**config.mk**
```make
export PLATFORM = sky130hd
export DESIGN_NAME = instruction_fetch_controller
export DESIGN_NICKNAME = d
export VERILOG_FILES = /design/src/rtl/riscv_fetch_pkg.sv /design/src/rtl/fetch_queue.sv /design/src/rtl/instruction_fetch_controller.sv
export SDC_FILE = /design/constraint.sdc
export NUM_CORES = 1
export LEC_CHECK = 0
export CELL_PAD_IN_SITES_DETAIL_PLACEMENT = 1
export CELL_PAD_IN_SITES_GLOBAL_PLACEMENT = 2
export CORE_MARGIN = 2
export CORE_UTILIZATION = 36
export DETAILED_ROUTE_END_ITERATION = 8
export GPL_TIMING_DRIVEN = 0
export PLACE_DENSITY_LB_ADDON = 0.08
export SLEW_MARGIN = 15
export SYNTH_ARGS = -nofsm -noshare
export SYNTH_HDL_FRONTEND = slang
export SYNTH_SLANG_ARGS = --single-unit
```
**constraint.sdc**
```tcl
create_clock -name clk -period 20.2 [get_ports clk]
set_input_delay 4.04 -clock clk [delete_from_list [all_inputs] [get_ports clk]]
set_output_delay 4.04 -clock clk [all_outputs]
set_load 0.03 [all_outputs]
```
**src/rtl/riscv_fetch_pkg.sv**
```systemverilog
// rtl/riscv_fetch_pkg.sv - shared widths, fetch FSM states and queue entry type
package riscv_fetch_pkg;

   localparam int XLEN = 64;
   localparam int ILEN = 32;
   localparam logic [XLEN-1:0] PC_STEP = 64'd4;

   typedef enum logic {
      RUN   = 1'b0,
      FAULT = 1'b1
   } fetch_state_t;

   typedef struct packed {
      logic [XLEN-1:0] pc;
      logic [ILEN-1:0] instr;
   } fetch_entry_t;

endpackage

```
**src/rtl/fetch_queue.sv**
```systemverilog
// rtl/fetch_queue.sv - small synchronous FIFO of fetched {pc, instr} entries
module fetch_queue
   import riscv_fetch_pkg::*;
#(
   parameter int  DEPTH = 2,
   localparam int PTR_W = $clog2(DEPTH),
   localparam int CNT_W = $clog2(DEPTH) + 1
) (
   input  logic               clk,
   input  logic               reset,
   input  logic               push,
   input  fetch_entry_t       push_data,
   input  logic               pop,
   input  logic               flush,
   output fetch_entry_t       head,
   output logic               full,
   output logic               empty,
   output logic [CNT_W-1:0]   count
);

   fetch_entry_t       mem [DEPTH];
   logic [PTR_W-1:0]   wr_ptr;
   logic [PTR_W-1:0]   rd_ptr;
   logic               do_push;
   logic               do_pop;

   assign full  = (count == CNT_W'(DEPTH));
   assign empty = (count == '0);
   assign head  = mem[rd_ptr];

   // A push into a full queue is only legal when the head leaves in the same cycle.
   assign do_push = push && !flush && (!full || pop);
   assign do_pop  = pop && !empty;

   // Entry storage needs no reset; the empty flag masks stale contents.
   always_ff @(posedge clk) begin
      if (do_push) begin
         mem[wr_ptr] <= push_data;
      end
   end

   // Pointers wrap naturally because DEPTH is a power of two; flush beats push.
   always_ff @(posedge clk or posedge reset) begin
      if (reset) begin
         wr_ptr <= '0;
         rd_ptr <= '0;
         count  <= '0;
      end else if (flush) begin
         wr_ptr <= '0;
         rd_ptr <= '0;
         count  <= '0;
      end else begin
         if (do_push) begin
            wr_ptr <= wr_ptr + 1'b1;
         end
         if (do_pop) begin
            rd_ptr <= rd_ptr + 1'b1;
         end
         count <= count + CNT_W'(do_push) - CNT_W'(do_pop);
      end
   end

endmodule

```
**src/rtl/instruction_fetch_controller.sv**
```systemverilog
// rtl/instruction_fetch_controller.sv - fetch PC owner, imem sequencer and decode-side queue
module instruction_fetch_controller
   import riscv_fetch_pkg::*;
#(
   parameter logic [63:0] RESET_PC    = 64'h0,
   parameter int          QUEUE_DEPTH = 2,
   parameter int          MEM_BYTES   = 16
) (
   input  logic          clk,
   input  logic          reset,
   output logic [63:0]   imem_addr,
   input  logic [31:0]   imem_rdata,
   input  logic          redirect_valid,
   input  logic [63:0]   redirect_pc,
   output logic          if_valid,
   input  logic          if_ready,
   output logic [31:0]   if_instr,
   output logic [63:0]   if_pc,
   output logic          fetch_fault
);

   localparam int              CNT_W   = $clog2(QUEUE_DEPTH) + 1;
   localparam logic [XLEN-1:0] LAST_PC = XLEN'(MEM_BYTES) - PC_STEP;

   fetch_state_t       state_q;
   fetch_state_t       state_d;
   logic [XLEN-1:0]    fetch_pc;
   logic [XLEN-1:0]    pc_d;
   logic               pc_legal;
   logic               pop;
   logic               push;
   logic               space;
   fetch_entry_t       push_data;
   fetch_entry_t       head;
   logic               q_full;
   logic               q_empty;
   logic [CNT_W-1:0]   q_count;

   assign imem_addr   = fetch_pc;
   assign pc_legal    = (fetch_pc[1:0] == 2'b00) && (fetch_pc <= LAST_PC);
   assign if_valid    = (q_count != '0);
   assign pop         = if_valid && if_ready;
   assign space       = !q_full || pop;
   assign if_instr    = q_empty ? '0 : head.instr;
   assign if_pc       = q_empty ? '0 : head.pc;
   assign fetch_fault = (state_q == FAULT);
   assign push_data   = '{pc: fetch_pc, instr: imem_rdata};

   // Redirect wins over everything; otherwise an illegal PC faults and a legal one fetches when there is room.
   always_comb begin
      state_d = state_q;
      pc_d    = fetch_pc;
      push    = 1'b0;
      if (redirect_valid) begin
         state_d = RUN;
         pc_d    = redirect_pc;
      end else if (state_q == RUN) begin
         if (!pc_legal) begin
            state_d = FAULT;
         end else if (space) begin
            push = 1'b1;
            pc_d = fetch_pc + PC_STEP;
         end
      end
   end

   // Fetch state and PC registers.
   always_ff @(posedge clk or posedge reset) begin
      if (reset) begin
         state_q  <= RUN;
         fetch_pc <= RESET_PC;
      end else begin
         state_q  <= state_d;
         fetch_pc <= pc_d;
      end
   end

   fetch_queue #(
      .DEPTH (QUEUE_DEPTH)
   ) u_queue (
      .clk       (clk),
      .reset     (reset),
      .push      (push),
      .push_data (push_data),
      .pop       (pop),
      .flush     (redirect_valid),
      .head      (head),
      .full      (q_full),
      .empty     (q_empty),
      .count     (q_count)
   );

endmodule

```
# --- Word level (Yosys, flattened, before mapping) ---
# Memory sizes are Yosys's and may differ from the RTL's.
# Index checks and enable logic that the tools add are counted.
# Widths: inputs -> output; s select.
totals:
  latch_bits: 0
  elab_cells: 51
  regBits: 69
  out_inout_bits: 162
  mem_bits_ro: 0
  ramBits: 192
  n_memories: 1
mem_list:
  columns: ["memory", "depth", "width", "rd", "rd_ports_with_merged_regs", "wr", "line", "source"]
  rows:
  - ["u_queue.mem", 2, 96, 1, 0, 1, "fetch_queue.sv:21", "fetch_entry_t mem [DEPTH];"]
classes:
  n_reduce_logical: 17
  n_eq_ne: 2
  addsub: 5
  shifts: 0
  mux: 20
  div_mod_pow: 0
  mul: 0
  order_cmp: 1
  bitwise: 0
ops:
  columns: ["op", "count"]
  rows:
  - ["$mux 64", 5]
  - ["$add 64x3->64 const B", 1]
  - ["$le 64x4->1 const B", 1]
  - ["$mux 32", 1]
  - ["$mux 1", 13]
  - ["$reduce_bool 2->1", 5]
  - ["$logic_and 1x1->1", 5]
  - ["$logic_not 2->1", 2]
  - ["$logic_not 1->1", 3]
  - ["$reduce_and 3->1", 1]
  - ["$add 1x1->1 const B", 2]
  - ["$add 2x1->2", 1]
  - ["$eq 2x2->1 const B", 1]
  - ["$mux 2", 1]
  - ["$ne 2x2->1 const B", 1]
  - ["$sub 2x1->2", 1]
  - ["$logic_or 1x1->1", 1]

# --- Depth between registers and ports, before layout ---
# Gate-level depths: netlist of the first run.
logic_depth:
  word_depth: 12
  ltp_mapped: 8

# --- Modules after synthesis ---
# Synthesis of the first run repeated with hierarchy kept, for this count alone.
unflattened:
  hier_cells: 606
  hier_area_um2: 10418.7
by_module_without_submodules:
  columns: ["module", "instances", "area_per_inst_um2", "seq_area_each_um2", "cells_each"]
  rows:
  - ["fetch_queue", 1, 7155.6, 5865.6, 323]
  - ["instruction_fetch_controller", 1, 3263.1, 1626.6, 283]

# --- Least setup slack after synthesis of the first run ---
# No wires, ideal clock.
synth_path:
  path_type: "input port to flip-flop"
  start: "in redirect_valid"
  end: "mem u_queue.mem[1][0] (netlist name) (enable)"
  t_arrival_ns: 11.493
  stages: 3
  setup_slack_ns: 8.019
  path_buffers: 2
  setup_ns: 0.688
  path_cell_list: "clkbuf_1 > buf_1 > nor3b_1"
synth_via:
  elab_chain_len: 5
synth_rtl:
  columns: ["element", "line", "source"]
  rows:
  - ["start: declaration", "instruction_fetch_controller.sv:13", "input logic redirect_valid,"]
  - ["$mux 1 or $logic_not 1->1 (tied branches)", "instruction_fetch_controller.sv:54, fetch_queue.sv:32", null]
  - ["$logic_and 1x1->1 (*) (2 in a row)", "fetch_queue.sv:32", "assign do_push = push && !flush && (!full || pop);"]
  - ["$mux 1 (*)", "fetch_queue.sv:37", "if (do_push) begin"]
  - ["$mux 1 (not written as such) (*)", "fetch_queue.sv:38", "mem[wr_ptr] <= push_data;"]
  - ["end: declaration", "fetch_queue.sv:21", null]
# Mark *: on every way between the ends. The rest lies on a longest branch, timed or not.

# --- Worst setup path in the final report of the first run ---
layout_path:
  start: "reg u_queue.count[1]"
  end: "out if_pc[55]"
layout_via:
  elab_chain_len: 2
layout_rtl:
  columns: ["element", "line", "source"]
  rows:
  - ["start: declaration", "fetch_queue.sv:18", "output logic [CNT_W-1:0] count"]
  - ["start signal: assignment", "fetch_queue.sv:59", "count <= count + CNT_W'(do_push) - CNT_W'(do_pop);"]
  - ["$logic_not 2->1", "fetch_queue.sv:28", "assign empty = (count == '0);"]
  - ["$mux 64", "instruction_fetch_controller.sv:45", "assign if_pc = q_empty ? '0 : head.pc;"]
  - ["end: declaration", "instruction_fetch_controller.sv:18", "output logic [63:0] if_pc,"]
# Every way passes these cells.

==> metrics.txt, run 1 <==
Period Utilization, post-route=36.3%; Starting DRT DRC Count=235; Total Wirelength=27000 um; CP max FO=10; RSZ-0062 raised after global routing=no; Inst Count DP=1265; placed cell areas=0.0133 mm2; CP Data Required Time=16.16 ns; Synth Net Count=704; P&R area growth vs syn=43.1%; synthesized area=0.0100 mm2; Static Leakage=4.92 nW; Peak VDD IR=0.0000639 V; Fillers=2654; Slew @ Worst Pin=0.899 ns; kind of critical path=flip-flop to output port; global route overflow=0; clock sink count=261; row count=61; Ports=262; Post-Syn Instances=601; Starting Density=36.3%; Hold Buf Count CTS=0; Util after Layout=52.0%; post-synth top area cell=edfxtp_1; Crit. End Element=output port; post-CTS setup buffers=0; CTS buffer count=29; Final Setup Violations=0; GRT Util Overall=18.4%; syn_area_per_cell=16.7 um2; via count=6181; Non-Filler Instances=1318; Die Width=171 um; Slew headroom=40.1%; Seq/Total Area, Yosys=74.8%; CP startpoint kind=flip-flop; most frequent cell after synthesis=edfxtp_1; DP Wirelength=19700 um; die area=0.0292 mm2; min Tclk post-route=7.33 ns; Final Wtd Congestion=0.734; FMAX=0.136 GHz; setup TNS=0 ns; critical path cell sequence=nor2_1, clkbuf_1, clkbuf_1, nor2_1, clkdlybuf4s50_1; Routed WL per cell=20.5 um; initial antenna violation count=1; run status=finished, final reports clean; Ys Warns=0; hold_ws=0.529 ns; max-cap violations=0; drt first pass iters=4; HP Class=flip-flop to flip-flop; DRC errors left=0; Slowest-stage cell, CP=clkdlybuf4s50_1; post-synthesis async set-or-reset flop share=26.4%; largest net degree at the start of global routing=36; pwr dens=104 mW/mm2; clock latency on the worst-skew pair=0.53 ns; vias in the first global route=6841; Die Span Y=171 um; PortBufs=261; EDFF count, synth=192; Core ar.=0.0276 mm2; clock-pin slew on the worst setup and hold paths=0.06 ns; Root Driver=clkbuf_16; Main synth FF type=edfxtp_1; Area contributors post-synth=edfxtp_1 58%, dfrtp_1 17%, mux2i_1 9.8%; Antenna diodes=0; post-CTS resize count=0; Antenna Violating Nets Remaining=0; Final nets=1021; fraction of final layout cells sized beyond drive strength 1=15.1%; vias per cell=4.69; CTS tree=done; H-Tree Depth=1; WP data arrival=3.29 ns; Final Instance Area=0.0143 mm2; pins over their slew limit=0; final hold viol count=0; CP peak stage delay=0.66 ns; top cells by count, synth=192 x edfxtp_1, 104 x nor2_1, 98 x mux2i_1; Seq cells post-synth=261; skew final=0.0148 ns; Yosys cell types=30; area share of the largest cell type after synthesis=57.6%; maximum clock path buffer count=3; first-pass GRT wire length=40700 um
[final timing paths]
kind                                            startpoint                           end  slack (ns)  cells past startpoint
worst max-delay path            u_queue.count[1]$_DFF_PP0_                     if_pc[55]       12.87                      5
worst min-delay path             imem_addr[37]$_DFFE_PP0P_  u_queue.mem[1][69]$_DFFE_PP_        0.53                      0
worst max register to register   imem_addr[59]$_DFFE_PP0P_   u_queue.mem[0][6]$_DFFE_PP_       16.72                      9
worst min register to register   imem_addr[37]$_DFFE_PP0P_  u_queue.mem[1][69]$_DFFE_PP_        0.53                      0
max in group asynchronous                            reset     imem_addr[30]$_DFFE_PP0P_       15.71                      3
min in group asynchronous                            reset     imem_addr[60]$_DFFE_PP0P_        3.89                      2
[where the power goes]
part / switching, mW / total, mW / internal (mW)
clock: 0.207 / 0.549 / 0.343
combinational: 0.190 / 0.325 / 0.135
sequential: 0.0208 / 0.615 / 0.595
[cell type report]
class	count	area, um2	area share (%)
plain buffers	29	114	0.795
clock buffers	36	762	5.32
clock inverters	17	235	1.64
inverters	4	17.5	0.122
multi-input cells	307	2400	16.8
flip-flops and latches	261	7490	52.3
well taps	378	473	3.30
repair buffers	286	2830	19.8
[kinds of logic (layout without fill, tap and decap cells)]
kind of cell	count (synthesis)	after routing	share of synthesized area [%]
multiplexers	160	160	16.8
AND/OR/NAND/NOR	136	136	6.09
flip-flops	261	261	74.8
adder cells (fa/ha/maj)	3	3	0.375
XOR/XNOR	3	3	0.262
AO/OA/AOI/OAI	5	5	0.350
buffers and inverters	33	372	1.29
[critical path: cells and delay by family (launching register included)]
kind / cells / cell delay [ns]
DFF: 1 / 0.41
and+or+nand+nor: 2 / 0.67
buffers and inverters: 3 / 1.68
[registers in the layout, summed over array words and instances (netlist names)]
register,count
fetch_fault,1
imem_addr,64
u_queue.mem,192
u_queue.wr_ptr,1
u_queue.count,2
u_queue.rd_ptr,1
[cell usage in the layout, fill, tap and decap left out, types with 2 or more instances in the layout]
cell type	instances
buf_1	13
buf_2	4
buf_4	19
buf_6	5
bufinv_16	6
clkbuf_1	18
clkbuf_16	29
clkdlybuf4s50_1	261
clkinv_1	3
clkinv_2	7
dfrtp_1	69
edfxtp_1	192
ha_1	3
inv_1	3
mux2_2	61
mux2i_1	98
nand2b_1	2
nand4_1	4
nor2_1	104
nor2b_1	3
nor4_1	14
xnor2_1	2
[metrics by stage]
step           setup WS, ns  power [mW]
2_1_floorplan          8.02       0.800
3_3_place_gp           2.83       0.950
3_5_place_dp          13.22       0.958
4_1_cts               12.66        1.51
5_1_grt               12.56        1.55
6_report              12.87        1.49
[per-layer routing]
metal / track usage [%] / wire [um]
met1: 23.0 / 11100
met2: 31.4 / 13100
met3: 6.08 / 2230
met4: 3.83 / 495
met5: 0 / 13
Note: power is estimated with default switching activity, not from simulation.
==> run 2: changes to the inputs <==
--- a/config.mk
+++ b/config.mk
@@ -8,7 +8,7 @@
 export CELL_PAD_IN_SITES_DETAIL_PLACEMENT = 1
 export CELL_PAD_IN_SITES_GLOBAL_PLACEMENT = 2
 export CORE_MARGIN = 2
-export CORE_UTILIZATION = 36
+export CORE_UTILIZATION = 34
 export DETAILED_ROUTE_END_ITERATION = 8
 export GPL_TIMING_DRIVEN = 0
 export PLACE_DENSITY_LB_ADDON = 0.08
==> constraint.sdc (replaced) <==
create_clock -name clk -period 7.05 [get_ports clk]
set_input_delay 1.41 -clock clk [delete_from_list [all_inputs] [get_ports clk]]
set_output_delay 1.41 -clock clk [all_outputs]
set_load 0.03 [all_outputs]
==> run 2 against run 1 <==
  * Final cell count fell by 0.23%
  * Clock skew rose by 0.0040 ns
  * Power rose to 2.9 times the previous value
  * Register-to-register slack got worse by 13 ns
  * Critical path depth did not move
  * First-iteration DRC count rose by 25%
  * Via count fell by 0.24%
  * Critical path type unchanged
  * Highest routed layer is now met4
==> metrics.txt, run 2 (synthesis results as in run 1) <==
CP max FO=10; WP data arrival=3.61 ns; global route overflow=0; clock latency on the worst-skew pair=0.54 ns; max reg flops=192; first-pass GRT wire length=41900 um; Final Setup Violations=0; Starting DRT DRC Count=293; DRC errors left=0; vias in the first global route=6937; Slew headroom=39.2%; final hold viol count=0; placed cell areas=0.0134 mm2; largest net degree at the start of global routing=42; Worst R2R Path Depth=8; Crit. End Element=output port; Hold Buf Count CTS=0; setup TNS=0 ns; die area=0.0308 mm2; vias per cell=4.69; FF/Latch Area=0.00749 mm2; hold_sp=imem_addr[40]$_DFFE_PP0P_; Hold Path Cell Cnt=0; CTS buffer count=29; area of the multi-input gates=0.00241 mm2; CTS tree=done; Fillers=2832; Setup WS post-layout=2.03 ns; CP Data Required Time=5.64 ns; clock sink count=261; commonest non-fill, non-tap cell in the layout=clkdlybuf4s50_1; pwr dens=296 mW/mm2; min Tclk post-route=5.02 ns; r2r setup slk=3.33 ns; Root Driver=clkbuf_16; Hold Crit Endpoint=u_queue.mem[1][72]$_DFFE_PP_; GRT Util Overall=17.8%; Total Wirelength=27500 um; clock-pin slew on the worst setup and hold paths=0.06 ns; Final Wtd Congestion=0.746; post-CTS resize count=0; Peak VDD IR=0.000155 V; initial antenna violation count=0; run status=finished, final reports clean; skew final=0.0188 ns; drt first pass iters=4; Die Width=176 um; DP Wirelength=19900 um; PortBufs=261; Starting Density=34.7%; Die Span Y=176 um; pins over their slew limit=0; r2r endpoint=u_queue.mem[1][54]$_DFFE_PP_; Final nets=1011; Final Instance Area=0.0144 mm2; M1 GR Usage=22.3%; maximum clock path buffer count=3; H-Tree Depth=1; Static Leakage=4.90 nW; gr busiest metal=met2; GRT met3 Usage=5.58%; launch point of the worst reg-to-reg path=imem_addr[22]$_DFFE_PP0P_; CP startpoint kind=flip-flop; RSZ-0062 raised after global routing=no; CP Launch Point=u_queue.count[1]$_DFF_PP0_; Slew @ Worst Pin=0.908 ns; row count=62; kind of critical path=flip-flop to output port; fraction of final layout cells sized beyond drive strength 1=14.2%; post-CTS setup buffers=0; Ports=262; Core ar.=0.0289 mm2; most frequent cells in the layout=261 x clkdlybuf4s50_1, 192 x edfxtp_1, 104 x nor2_1; met2 layer usage reported by global route=30.4%; Period Utilization, post-route=71.3%; via count=6166; FMAX=0.199 GHz; P&R area growth vs syn=44.1%; Antenna Violating Nets Remaining=0; Routed WL per cell=20.9 um; Setup WS pre-CTS=2.51 ns; HP Class=flip-flop to flip-flop; max-cap violations=0; largest reg by FF count=u_queue.mem
## run 2: critical path, cell delays in order, from the launching register on
cell and delay [ns]:
dfrtp_1 0.40, nor2_1 0.71, clkbuf_1 0.58, clkbuf_1 0.59
nor2_1 0.16, clkdlybuf4s50_1 0.64
## run 2: where the power goes
| part | internal, mW | switching, mW |
|---|---|---|
| registers | 1.70 | 0.0592 |
| clock network | 0.973 | 0.596 |
| logic | 0.387 | 0.556 |
| total | 3.06 | 1.21 |
## run 2: worst max path at each step
stage                                    to  slack (ns)  cells past startpoint
3_3_place_gp   u_queue.mem[1][12]$_DFFE_PP_       -2.52                      4
6_report                          if_pc[58]        2.03                      5
5_1_grt                           if_pc[53]        1.83                      5
4_1_cts                           if_pc[58]        1.92                      5
2_1_floorplan   u_queue.mem[1][0]$_DFFE_PP_        0.90                      3
3_5_place_dp                      if_pc[58]        2.51                      5
## run 2: final cells by class
| cell class | count | area share, % |
|---|---|---|
| Antenna cell | 1 | 0.0173 |
| Inverter | 4 | 0.121 |
| Clock inverter | 12 | 1.39 |
| Multi-Input combinational cell | 307 | 16.7 |
| Clock buffer | 41 | 5.55 |
| Sequential cell | 261 | 51.9 |
| Tap cell | 384 | 3.33 |
| Timing Repair Buffer | 276 | 20.2 |
| Buffer | 29 | 0.789 |
## run 2: per-stage QoR
| stage | instances | hold WS (ns) | utilization [%] | total power [mW] |
|---|---|---|---|---|
| 4_1_cts | 1314 | 0.526 | 50.0 | 4.34 |
| 5_1_grt | 1314 | 0.542 | 50.0 | 4.44 |
| 6_report | 1315 | 0.522 | 50.0 | 4.27 |
| 3_5_place_dp | 1261 | 0.510 | 46.5 | 2.75 |
| 3_3_place_gp | 1246 | 0.504 | 45.4 | 2.74 |
| 2_1_floorplan | 601 | 0.626 | - | 2.29 |
## run 2: per-layer routing
| layer | part of all wire (%) | wire (um) | up-vias |
|---|---|---|---|
| li1 | - | - | 2845 |
| met1 | 41 | 11200 | 3090 |
| met2 | 49 | 13600 | 196 |
| met3 | 8.1 | 2240 | 35 |
| met4 | 1.8 | 501 | 0 |
| met5 | 0 | 0 | - |
==> run 3: changes to the inputs <==
==> constraint.sdc (replaced) <==
create_clock -name clk -period 4.95 [get_ports clk]
set_input_delay 0.99 -clock clk [delete_from_list [all_inputs] [get_ports clk]]
set_output_delay 0.99 -clock clk [all_outputs]
set_load 0.03 [all_outputs]
==> run 3 against run 2 <==
  * Final cell count down 0.38%
  * Power rose by 36%
  * Clock power rose by 24%
  * Utilization down 0.65 points
  * Register-to-register slack lost 1.7 ns
  * Global-route usage is 0.13 points lower
  * Clock-buffer cell count shrank 2
  * Die area unchanged
  * Critical path type unchanged
  * Largest cell class unchanged
  * Largest power group unchanged
==> metrics.txt, run 3 (synthesis results as in run 1) <==
run status=finished, final reports clean; setup TNS=0 ns; last element of the critical path=if_pc[54]; DP Wirelength=19900 um; placed cell areas=0.0134 mm2; H-Tree Depth=1; drt first pass iters=4; Top delay family on crit path=buffers and inverters; r2r setup slk=1.59 ns; GRT Util Overall=17.7%; Die Width=176 um; global route overflow=0; Routed WL per cell=21.0 um; DRC errors left=0; maximum clock path buffer count=3; clock sink count=261; Peak VDD IR=0.000201 V; largest net degree at the start of global routing=44; Crit. End Element=output port; HP Class=flip-flop to flip-flop; clock-pin slew on the worst setup and hold paths=0.06 ns; Final Setup Violations=0; vias per cell=4.67; post-CTS resize count=0; Antenna diodes=0; via count=6114; min Tclk post-route=4.61 ns; Setup WS pre-CTS=0.790 ns; clock latency on the worst-skew pair=0.52 ns; Core ar.=0.0289 mm2; Inst Count DP=1261; r2r endpoint=u_queue.mem[0][5]$_DFFE_PP_; CTS tree=done; launch point of the worst reg-to-reg path=imem_addr[22]$_DFFE_PP0P_; CTS buffer count=27; Worst R2R Path Depth=8; Worst Path Buf+Inv=3; largest reg by FF count=u_queue.mem; Starting Density=34.7%; Starting DRT DRC Count=208; pins over their slew limit=0; Total Wirelength=27500 um; FMAX=0.217 GHz; Period Utilization, post-route=93.2%; Util after Layout=49.3%; die area=0.0308 mm2; post-CTS setup buffers=0; CP peak stage delay=0.79 ns; pwr dens=407 mW/mm2; first-pass GRT wire length=41400 um; kind of critical path=flip-flop to output port; initial antenna violation count=1; most frequent cells in the layout=261 x clkdlybuf4s50_1, 192 x edfxtp_1, 104 x nor2_1; Slew headroom=32.2%; vias in the first global route=6880; Hold Buf Count CTS=0; fraction of final layout cells sized beyond drive strength 1=14.0%; Setup WS post-layout=0.337 ns; PortBufs=261; CP Data Required Time=3.96 ns; Die Span Y=176 um; Slew @ Worst Pin=1.01 ns; CP max FO=10; Final nets=1009; CP startpoint kind=flip-flop; critical path cell sequence=nor2_1, clkbuf_1, clkbuf_1, nor2_1, clkdlybuf4s50_1; Ports=262; hold_sp=imem_addr[4]$_DFFE_PP0P_; Final Wtd Congestion=0.766; Antenna Violating Nets Remaining=0; WP data arrival=3.62 ns; Critical Path Stages=5; Static Leakage=4.85 nW; commonest non-fill, non-tap cell in the layout=clkdlybuf4s50_1; P&R area growth vs syn=42.2%; CP Launch Point=u_queue.count[1]$_DFF_PP0_; max reg flops=192; Non-Filler Instances=1310; row count=62; skew final=0.0119 ns; Root Driver=clkbuf_16; final hold viol count=0; Hold Path Cell Cnt=0; Final Instance Area=0.0142 mm2; max-cap violations=0; Slowest-stage cell, CP=nor2_1; RSZ-0062 raised after global routing=no
run 3: cell count changes in the layout (fill, tap and decap cells not counted), moves of 3 or more:
cell        delta
buf_16         -4
buf_8          +5
clkinvlp_4     -3
clkinv_2       +6
bufinv_16      -5
clkbuf_1       -4
run 3: report_power, final:
group	switching (mW)	leakage, nW	internal (mW)
clock	0.812	0.434	1.14
sequential	0.0857	2.54	2.43
combinational	0.792	1.87	0.552
total	1.69	4.85	4.11
run 3: worst reg2reg max path: cells and delay by family, from the launching register on:
kind	cells	cell delay, ns
and+or+nand+nor	5	2.03
buffers and inverters	3	0.59
DFF	1	0.44
run 3: per-stage QoR:
stage	hold slack, ns	power [mW]
global route	0.554	6.04
global placement	0.506	3.90
floorplan	0.626	3.27
detailed placement	0.520	3.92
finish	0.527	5.80
CTS	0.534	5.87
run 3: layout make-up:
cell class	instances	area [um2]
Clock inverter	10	47.5
Buffer	29	114
Inverter	4	17.5
Tap cell	384	480
Timing Repair Buffer	276	2860
Fill cell	2842	14600
Clock buffer	39	813
Sequential cell	261	7490
Multi-Input combinational cell	307	2410
run 3: worst min path at each step:
| stage | endpoint | slack, ns |
|---|---|---|
| global placement | u_queue.mem[1][58]$_DFFE_PP_ | 0.51 |
| finish | u_queue.mem[1][36]$_DFFE_PP_ | 0.53 |
| global route | u_queue.mem[1][72]$_DFFE_PP_ | 0.55 |
| detailed placement | u_queue.mem[0][36]$_DFFE_PP_ | 0.52 |
| floorplan | u_queue.count[1]$_DFF_PP0_ | 0.63 |
| CTS | u_queue.mem[0][36]$_DFFE_PP_ | 0.53 |
run 3: layer usage:
layer | vias to the layer above | routed length, um | GRT usage (%)
met3 | 30 | 2040 | 5.15
met1 | 3053 | 11600 | 22.5
li1 | 2837 | - | -
met4 | 2 | 431 | 3.82
met2 | 192 | 13400 | 30.1
met5 | - | 11 | 0
==> RTL change 1, RTL diff (settings of run 3) <==
Set the parameter `MEM_BYTES` to 8 (it was 16).
--- a/src/rtl/instruction_fetch_controller.sv
+++ b/src/rtl/instruction_fetch_controller.sv
@@ -6,3 +6,3 @@
    parameter int          QUEUE_DEPTH = 2,
-   parameter int          MEM_BYTES   = 16
+   parameter int          MEM_BYTES   = 8
 ) (
Formal check against the unedited RTL: not equivalent (a bounded check fails within 4 cycles, from zero or initial values and one cycle with reset high).
==> RTL change 1 against run 3 <==
Area after synthesis up 0.67%. Utilization down 0.53 points. Total power up 0.39%. Design area up 0.80%. Worst setup slack better by 0.32 ns. Sequential share of layout area down 0.42 points. Global-route usage down 0.76 points. Routed wire length down 4.3%. Critical endpoint is now if_pc[30]. Die area up 0.66%. Sequential cell count unchanged.
==> RTL change 1: results (changes against run 3) <==
[outcome]
status = complete, no violations

[global_routing]
antenna_found_initial = 0  ; -1
grt_usage = 0.169  ; -0.00761
grt_max_degree = 45  ; +2.3%
grt_first_pass_wirelength_mm = 40.4  ; -2.3%
grt_pass1_vias = 6889  ; +0.13%

[synth]
synth_nets = 714  ; +1.4%
yosys.cell_types.count = 31  ; +3.3%
synth_common_cells = edfxtp_1 (192), nor2_1 (105), mux2i_1 (96)
ys_seq_area_frac = 0.743  ; -0.00502
synth.area.top_cells = edfxtp_1 (57%), dfrtp_1 (17%), mux2i_1 (9.5%)
async_flop_share = 0.264  ; unchanged

[placement]
port_buffers = 260  ; -0.38%
dpl.hpwl_mm = 19.3  ; -2.9%
gp_congestion = 0.733  ; -4.3%

[clock_network]
cts_resized = 0  ; unchanged
cts_buffer_depth = 3  ; unchanged
clkLatencyLatePin_ns = 0.53
cts_made_buffers = 29  ; +7.4%
root_buffer = clkbuf_16

[detailed_routing]
first_pass_iters = 6  ; +2
drt_iter0_markers = 342  ; +64%
viasPerCell = 4.63  ; -0.74%
post_drt_wl_per_cell_um = 19.8  ; -5.7%

[layout]
fill_cells = 2888  ; +1.6%
nets = 1022  ; +1.3%
top_register = u_queue.mem
antennaDiodeCount = 0  ; unchanged
drive_gt1_frac = 0.149  ; +0.00871
largest_reg_flops = 192  ; unchanged

[sta]
skew_ns = 0.0133  ; +0.00137 ns
maxSlewHeadroom = 0.488  ; +0.166
timing.setup.tns_ns = 0  ; unchanged
final-max-slew-violation-count = 0  ; unchanged

[setup_path]
cp.arrival_ns = 3.30  ; -0.32 ns
reg2reg_depth = 8  ; unchanged

[pwr]
vdd_ir_drop_max_v = 0.000231  ; +15%
p_leak_nw = 4.89  ; +0.92%

RTL change 1: cell types whose count changed after synthesis, sizes merged, moves of 3 or more:
cell and change:
buf -3, clkbuf +3, inv +3, o21ai +3
RTL change 1: final timing paths:
path / start / to / slack [ns]
min in group asynchronous: reset / imem_addr[14] / 0.80
max reg2reg: imem_addr[63] / u_queue.mem[1][72] / 1.31
max in group asynchronous: reset / imem_addr[3] / 3.58
min: imem_addr[51] / u_queue.mem[0][83] / 0.53
max: u_queue.count[0] / if_pc[30] / 0.66
min reg2reg: imem_addr[51] / u_queue.mem[0][83] / 0.53
RTL change 1: logic make-up after synthesis:
logic type,Yosys count,synth area share
AOI/OAI and AO/OA,10,0.00596
DFF,261,0.743
and+or+nand+nor,137,0.0638
muxes,157,0.163
xor gates and xnor gates,3,0.00261
buffers and inverters,36,0.0146
adders and majority gates,5,0.00621
RTL change 1: layer usage:
| metal | global-route usage | up-vias | routed length (um) |
|---|---|---|---|
| met5 | 0 | - | 0 |
| met4 | 0.0306 | 0 | 247 |
| met3 | 0.0396 | 21 | 1610 |
| met2 | 0.295 | 176 | 13300 |
| met1 | 0.218 | 3068 | 11100 |
| li1 | - | 2892 | - |
RTL change 1: stage by stage:
stage / std cells / utilization / worst slack [ns] / total power, W / cell area [um2]
4_1_cts: 1329 / 0.488 / 0.492 / 0.00592 / 14400
3_3_place_gp: 1259 / 0.448 / -3.79 / 0.00388 / 13200
6_report: 1329 / 0.488 / 0.655 / 0.00582 / 14400
5_1_grt: 1329 / 0.488 / 0.392 / 0.00608 / 14400
3_5_place_dp: 1276 / 0.458 / 1.08 / 0.00390 / 13500
2_1_floorplan: 609 / - / -0.865 / 0.00327 / 10100
RTL change 1: cell type report:
type	instances	area, um2	area share
clock inverters	5	25.0	0.00174
multi-input cells	312	2460	0.171
flip-flops and latches	261	7490	0.522
inverters	7	28.8	0.00200
repair buffers	277	2880	0.200
clock buffers	48	867	0.0604
plain buffers	29	121	0.00845
well taps	390	488	0.0340
RTL change 1: critical path: stages (launching register included):
cell,delay (ns)
dfrtp_1,0.40
nor2_1,0.52
clkbuf_1,0.56
buf_1,0.50
nor2_1,0.14
clkdlybuf4s50_1,0.65
RTL change 1: power breakdown:
group / internal [W] / switching, W
Sequential: 0.00243 / 0.0000820
Combinational: 0.000550 / 0.000769
Clock: 0.00118 / 0.000813
Total: 0.00416 / 0.00166
==> RTL change 2, RTL diff (flow settings as in run 3) <==
Made on the original files. Put a register stage on the output `fetch_fault`, cleared by the reset. The value now appears one clock later. The other outputs are not delayed to match.
--- a/src/rtl/instruction_fetch_controller.sv
+++ b/src/rtl/instruction_fetch_controller.sv
@@ -45,3 +45,9 @@
    assign if_pc       = q_empty ? '0 : head.pc;
-   assign fetch_fault = (state_q == FAULT);
+   always_ff @(posedge clk or posedge reset) begin
+      if (reset) begin
+         fetch_fault <= '0;
+      end else begin
+         fetch_fault <= (state_q == FAULT);
+      end
+   end
    assign push_data   = '{pc: fetch_pc, instr: imem_rdata};
Formal check against the unedited RTL: not equivalent (a bounded check fails within 4 cycles, from zero or initial values and one cycle with reset high).
==> RTL change 2 against run 3 <==
Clock power rose by 3%. Sequential share of layout area about the same. Maximum frequency increased by 2.2%. Sequential cell count rose by 1. Area after synthesis is 0.25% higher. Routed wire length down 0.75%. Total power up 0.92%. Worst setup slack better by 0.099 ns. Design area rose by 0.40%. Critical path type unchanged.
==> RTL change 2: results (changes against run 3) <==
[outcome]
status = complete, no violations

[layout]
largest_reg_flops = 192  ; unchanged
top_register = u_queue.mem
finalNonFillerCells = 1315  ; +0.38%
antennaDiodeCount = 0  ; unchanged
drive_gt1_frac = 0.136  ; -0.00398
final_common_cell = clkdlybuf4s50_1
nets = 1012  ; +0.30%

[global_routing]
grt_first_pass_wirelength_mm = 41.2  ; -0.37%
grt_max_degree = 43  ; -2.3%
grt_pass1_vias = 6972  ; +1.3%
antenna_found_initial = 1  ; unchanged
grt_usage = 0.175  ; -0.00171

[placement]
port_buffers = 261  ; unchanged
gp_congestion = 0.772  ; +0.82%
post-place-cells = 1262  ; +0.079%
post-place-ws_ns = 0.809  ; +0.0195 ns
dpl.hpwl_mm = 19.6  ; -1.4%
post_dp_cell_area_mm2 = 0.0134  ; +0.28%

[sta]
skew_ns = 0.0137  ; +0.00180 ns
worst_slew_pin_slew_ns = 0.921  ; -0.0925 ns

[synth]
yosysWarnings = 0  ; unchanged
async_flop_share = 0.267  ; +0.00281
ys.flop_type = edfxtp_1
synth_nets = 705  ; +0.14%
synth_common_cells = edfxtp_1 (192), nor2_1 (104), mux2i_1 (98)
avgSynthCellArea_um2 = 16.7  ; about the same
yosys.cell_types.count = 30  ; unchanged
synth.top_cell.area_share = 0.574  ; -0.00144
synth.area.top_cells = edfxtp_1 (57%), dfrtp_1 (17%), mux2i_1 (9.8%)
ys_seq_area_frac = 0.749  ; about the same

[pwr]
p_leak_nw = 4.86  ; +0.32%
vdd_ir_drop_max_v = 0.000251  ; +25%

[setup_path]
cp_max_fo = 10  ; unchanged

[clock_network]
clkLatencyLatePin_ns = 0.54  ; +0.02 ns
cts_resized = 0  ; unchanged
clk_pin_slew_ns = 0.06  ; about the same
cts_made_buffers = 29  ; +7.4%
cts_buffer_depth = 3  ; unchanged
post_cts.repair.setup_buffers = 0  ; unchanged

[detailed_routing]
drt_iter0_markers = 242  ; +16%
drc_errors = 0  ; unchanged
post_drt_wl_per_cell_um = 20.7  ; -1.1%
vias = 6167  ; +0.87%

[worst_hold_path]
hold_class = reg -> reg

[RTL change 2: cell types whose count changed after synthesis]
cell / delta
dfrtp_1: +1
[RTL change 2: metal layers]
metal,GRT usage,wire (um)
met1,0.219,11400
met2,0.302,13500
met3,0.0513,1980
met4,0.0368,343
met5,0,13
[RTL change 2: cell families (layout without fill, tap and decap cells)]
| kind of cell | count (synthesis) | count (layout) | share of synthesized area |
|---|---|---|---|
| fa+ha+maj | 3 | 3 | 0.00374 |
| xor+xnor | 3 | 3 | 0.00262 |
| compound gates | 5 | 5 | 0.00349 |
| mux | 160 | 160 | 0.168 |
| simple gates | 136 | 136 | 0.0607 |
| buf+inv | 33 | 362 | 0.0128 |
| flops | 262 | 262 | 0.749 |
[RTL change 2: layout make-up]
class | instances | area, um2
tap | 384 | 480
inverter | 4 | 17.5
clock buffer | 45 | 816
multi-input combinational | 307 | 2410
fill | 2829 | 14600
buffer | 29 | 114
timing repair buffer | 276 | 2880
sequential | 262 | 7520
clock inverter | 8 | 63.8
[RTL change 2: path summary, 6_finish.rpt]
check | startpoint | to | slack [ns] | depth (start not counted)
hold / removal | state_q | fetch_fault | 0.44 | 0
setup / recovery | u_queue.count[1] | if_pc[61] | 0.44 | 5
max in group asynchronous | reset | imem_addr[22] | 3.56 | 3
setup reg to reg | imem_addr[20] | u_queue.mem[1][13] | 1.11 | 9
hold reg to reg | state_q | fetch_fault | 0.44 | 0
min in group asynchronous | reset | imem_addr[57] | 0.81 | 2
[RTL change 2: where the power goes]
part           switching [W]  total [W]  internal, W
Clock               0.000821    0.00200      0.00118
Sequential         0.0000836    0.00252      0.00243
Combinational       0.000787    0.00134     0.000552
[RTL change 2: through the flow]
step	TNS (ns)	hold WS, ns
6_report	0	0.441
5_1_grt	0	0.438
4_1_cts	0	0.434
3_5_place_dp	0	0.422
3_3_place_gp	-319.03	0.427
2_1_floorplan	0	0.373
[RTL change 2: critical path, stage by stage, from the launching register on]
cell and delay, ns:
dfrtp_1 0.41, nor2_1 0.70, clkbuf_1 0.51, clkbuf_1 0.55
nor2_1 0.13, clkdlybuf4s50_1 0.68
